--- config.mk ---
export PLATFORM = sky130hd
export DESIGN_NAME = image_rom_arbiter
export DESIGN_NICKNAME = d
export VERILOG_FILES = /design/src/rtl/image_rom_arbiter.sv
export SDC_FILE = /design/constraint.sdc
export NUM_CORES = 1
export LEC_CHECK = 0
export BUFFER_PORTS_ARGS = -buffer_cell sky130_fd_sc_hd__buf_2
export CAP_MARGIN = 20
export CORE_MARGIN = 2
export CORE_UTILIZATION = 43
export CTS_BUF_LIST = sky130_fd_sc_hd__clkbuf_8
export DETAILED_ROUTE_END_ITERATION = 10
export HOLD_SLACK_MARGIN = 0.12
export PLACE_DENSITY = 0.77
export SLEW_MARGIN = 20
export SYNTH_ARGS = -nofsm -noshare
export SYNTH_HDL_FRONTEND = slang
export SYNTH_SLANG_ARGS = --single-unit
--- constraint.sdc ---
create_clock -name clk -period 1.57 [get_ports clk]
set_input_delay 0.314 -clock clk [delete_from_list [all_inputs] [get_ports clk]]
set_output_delay 0.314 -clock clk [all_outputs]
set_load 0.02 [all_outputs]
--- src/rtl/image_rom_arbiter.sv ---
// Two-requester arbiter in front of a synchronous single-port image ROM.
// Display has priority; aux is forced through after MAX_WAIT consecutive denials.
module image_rom_arbiter #(
    parameter int unsigned DATA_WIDTH = 1,
    parameter int unsigned ADDR_WIDTH = 19,
    parameter int unsigned MAX_WAIT   = 7
) (
    input  logic                  clk,
    input  logic                  reset,
    input  logic                  disp_req,
    input  logic [ADDR_WIDTH-1:0] disp_addr,
    output logic                  disp_gnt,
    output logic                  disp_valid,
    output logic [DATA_WIDTH-1:0] disp_data,
    input  logic                  aux_req,
    input  logic [ADDR_WIDTH-1:0] aux_addr,
    output logic                  aux_gnt,
    output logic                  aux_valid,
    output logic [DATA_WIDTH-1:0] aux_data,
    output logic [ADDR_WIDTH-1:0] rom_addr,
    input  logic [DATA_WIDTH-1:0] rom_q
);

    typedef enum logic [1:0] {
        TAG_NONE = 2'd0,
        TAG_DISP = 2'd1,
        TAG_AUX  = 2'd2
    } tag_t;

    localparam logic [7:0] MAX_WAIT_C = 8'(MAX_WAIT);

    logic [7:0] wait_cnt;
    tag_t       tag1;
    tag_t       tag2;
    logic       aux_win;

    // Grants are combinational so a request can be accepted in the cycle it rises.
    always_comb begin
        aux_win  = aux_req && (!disp_req || (wait_cnt == MAX_WAIT_C));
        aux_gnt  = !reset && aux_win;
        disp_gnt = !reset && disp_req && !aux_win;
    end

    always_ff @(posedge clk) begin
        if (reset) begin
            wait_cnt <= '0;
            rom_addr <= '0;
            tag1     <= TAG_NONE;
            tag2     <= TAG_NONE;
        end else begin
            if (aux_gnt)
                wait_cnt <= '0;
            else if (aux_req && (wait_cnt < MAX_WAIT_C))
                wait_cnt <= wait_cnt + 8'd1;

            if (aux_gnt) begin
                rom_addr <= aux_addr;
                tag1     <= TAG_AUX;
            end else if (disp_gnt) begin
                rom_addr <= disp_addr;
                tag1     <= TAG_DISP;
            end else begin
                tag1     <= TAG_NONE;
            end

            tag2 <= tag1;
        end
    end

    // The ROM word lands two cycles after the grant, aligned with tag2.
    always_comb begin
        disp_valid = !reset && (tag2 == TAG_DISP);
        aux_valid  = !reset && (tag2 == TAG_AUX);
        disp_data  = rom_q;
        aux_data   = rom_q;
    end

endmodule

==> flow_summary_export.csv <==
group,metric,value,unit
critical_path,critPathCaptureType,"output port",
clocking,clk_pin_slew,0.06,ns
yosys,yosys.area.top_type,"dfxtp_1",
placed_design,dpl.cell_count,272,
clocking,cts.sinks,31,
timing,min_period_over_period,1.11,
critical_path,start_kind,"flip-flop",
critical_path,worstPathArrival,1.43,ns
route,via_count,1608,
floorplanning,rows,21,
critical_path,reg2reg_slack,-0.05,ns
final_layout,fillers,264,
critical_path,cpPeakStageDelay,0.31,ns
run_status,violations,"setup timing",
route,final_antenna_net_count,0,
timing,worstMarginPinSlew,0.594,ns
yosys,synth_top_cell_area_share,0.415,
power_and_ir_drop,powerDensity,778,mW/mm2
route,viasPerCell,5.70,
run_status,status,"finished, violations left",
clocking,cts_inserted_buffers,5,
yosys,syn_area,0.00150,mm2
global_route,grt_max_degree,23,
floorplanning,die_h,63.0,um
critical_path,cp_max_fo,4,
yosys,synth.area.top_cells,"dfxtp_1 42%, mux2i_1 13%, o221ai_1 11%, nand4_1 8.4%, nand2_1 5.3%",
final_layout,antenna_cells,0,
global_route,antenna_found_initial,0,
final_layout,syn_to_final_growth,49.0,%
timing,slew_viol_final,0,
power_and_ir_drop,irDropWorstVdd,0.462,mV
timing,maxSlewHeadroom,0.604,
worst_hold_path,min_path_type,"in -> reg",
critical_path,cp_data_required_time,1.26,ns
placed_design,hpwl,2900,um
flow_run,max_cap_viol_count,0,
yosys,syn_avg_cell_area,9.12,um2
clocking,cts_tree,"yes",
floorplanning,start_util,0.448,
critical_path,path_cells,"buf_4 > nor4_4 > nand2_2 > and2_4 > buf_6",
route,avgRoutedWirePerCell,15.6,um
timing,fin_crit,1.75,ns
global_route,gr-total-overflow,0,
timing,skew,0.00400,ns
timing,hold_viol,0,
clocking,worstSkewPairLatency,0.27,ns
yosys,ys_seq_area_frac,0.415,
route,routed_wl,4390,um
yosys,ys_seq_elements,31,
placed_design,gp_congestion,0.771,
global_route,grt.total_usage,0.227,
final_layout,stdcell_count,282,
global_route,grt_first_pass_wirelength,7260,um
floorplanning,io_pins,68,
yosys,synth.net_count,208,
final_layout,layout-drive-gt1-share,0.525,
final_layout,finalNetCount,281,
route,drtPass1Iterations,4,
clocking,clockBufferDepth,2,
timing,setup_viol,22,
timing,setup_ws,-0.178,ns
clocking,postCtsHoldBufs,0,
global_route,first_global_vias,1646,
floorplanning,die_x,63.0,um
route,drt-initial-drc-count,67,
placed_design,place_ws,-0.0522,ns
power_and_ir_drop,cellLeakagePower,0.987,nW
floorplanning,core,0.00334,mm2
yosys,synthCells,164,
timing,whs,0.306,ns
yosys,ys_warn_count,0,
yosys,synth.distinct_cells,26,
timing,grt_setup_unrepaired,"yes",
route,post-route-drc-count,0,
critical_path,cpMaxStageDelayCell,"dfxtp_1",
clocking,cts-root-buf,"clkbuf_8",
floorplanning,die-area,0.00396,mm2
placed_design,portBuffers,64,
critical_path,critical_path_class,"reg -> out",
clocking,cts_max_level,2,
timing,fmax,0.572,GHz
routing by layer:
metal,track usage,vias to the layer above,part of all wire,wire length [um]
met1,0.271,768,0.42,1850
met5,0,-,0,0
li1,-,765,-,-
met2,0.379,62,0.50,2210
met4,0.0972,0,0.020,87
met3,0.0649,13,0.057,250
sequential cells by signal, summed over array words and instances (netlist names):
signal,cells
rom_addr,19
wait_cnt,8
tag1,2
tag2,2
logic make-up after synthesis:
| group | share of synthesized area |
|---|---|
| AND/OR/NAND/NOR | 0.249 |
| adder cells (fa/ha/maj) | 0.00837 |
| AO/OA/AOI/OAI | 0.144 |
| flip-flops | 0.415 |
| multiplexers | 0.127 |
| buffers and inverters | 0.0561 |
cell usage after synthesis:
cell type and instances:
dfxtp_1 31, nand2_1 21, nand4_1 20, mux2i_1 19
o221ai_1 19, clkbuf_1 12, a21oi_1 5, and2_1 5
nor2b_1 5, buf_2 4, nand2b_1 3, and3_1 2
buf_4 2, nor3_1 2, nor3b_1 2, o21ai_0 2
a31oi_1 1, and4b_1 1, ha_1 1, inv_1 1
nand4b_1 1, nor4_1 1, o31ai_1 1, or2_2 1
or4_1 1, or4_4 1
where the power goes:
part,switching [W],internal (W)
registers,0.0000220,0.000830
logic,0.000182,0.000152
clock network,0.000259,0.000288
total,0.000463,0.00127
cell usage in the layout, fill, tap and decap left out, types with 2 or more instances in the layout:
cell type  count
a21oi_1        3
and2_1         4
and3_1         2
buf_2         62
buf_4         16
buf_6          6
clkbuf_8       5
dfxtp_1       27
dfxtp_2        4
inv_1          2
mux2i_1       19
nand2_1       20
nand2b_1       3
nand4_1       20
nor2b_1        4
nor3b_1        2
o21ai_0        2
o221ai_2      19
or4_4          2
worst max-delay path, delay by kind of cell (launching register included):
| family | cells | cell delay, ns |
|---|---|---|
| simple gates | 3 | 0.58 |
| flops | 1 | 0.31 |
| buf+inv | 2 | 0.26 |
what timing repair did:
item / in CTS / in global routing
cloned: 1 / 0
resized for setup: 12 / 26
buffers inserted: 3 / 1
pin swaps: 4 / 24
setup endpoints to repair: 17 / 25
final cells by class:
cell class	count	area, um2	area share
clock buffers	5	68.8	0.0309
multi-input cells	114	970	0.435
clock inverters	1	3.75	0.00169
inverters	1	3.75	0.00169
flip-flops and latches	31	626	0.281
well taps	46	57.6	0.0258
repair buffers	84	498	0.224
metrics by stage:
stage	power [W]	instance area, um2	TNS [ns]	utilization
2_1_floorplan	0.00104	1520	-0.0547	-
3_3_place_gp	0.00115	1950	-0.0400	0.584
3_5_place_dp	0.00116	1950	-0.598	0.584
4_1_cts	0.00170	2090	-0.338	0.625
5_1_grt	0.00181	2230	-2.38	0.667
6_report	0.00173	2230	-0.950	0.667
final timing paths:
kind,from,to,cells after the start
max,wait_cnt[5],disp_gnt,5
min,aux_addr[8],rom_addr[8],3
max reg2reg,wait_cnt[5],rom_addr[10],4
min reg2reg,tag1[1],tag2[1],1
No activity file was read; power rests on OpenSTA's default activity.
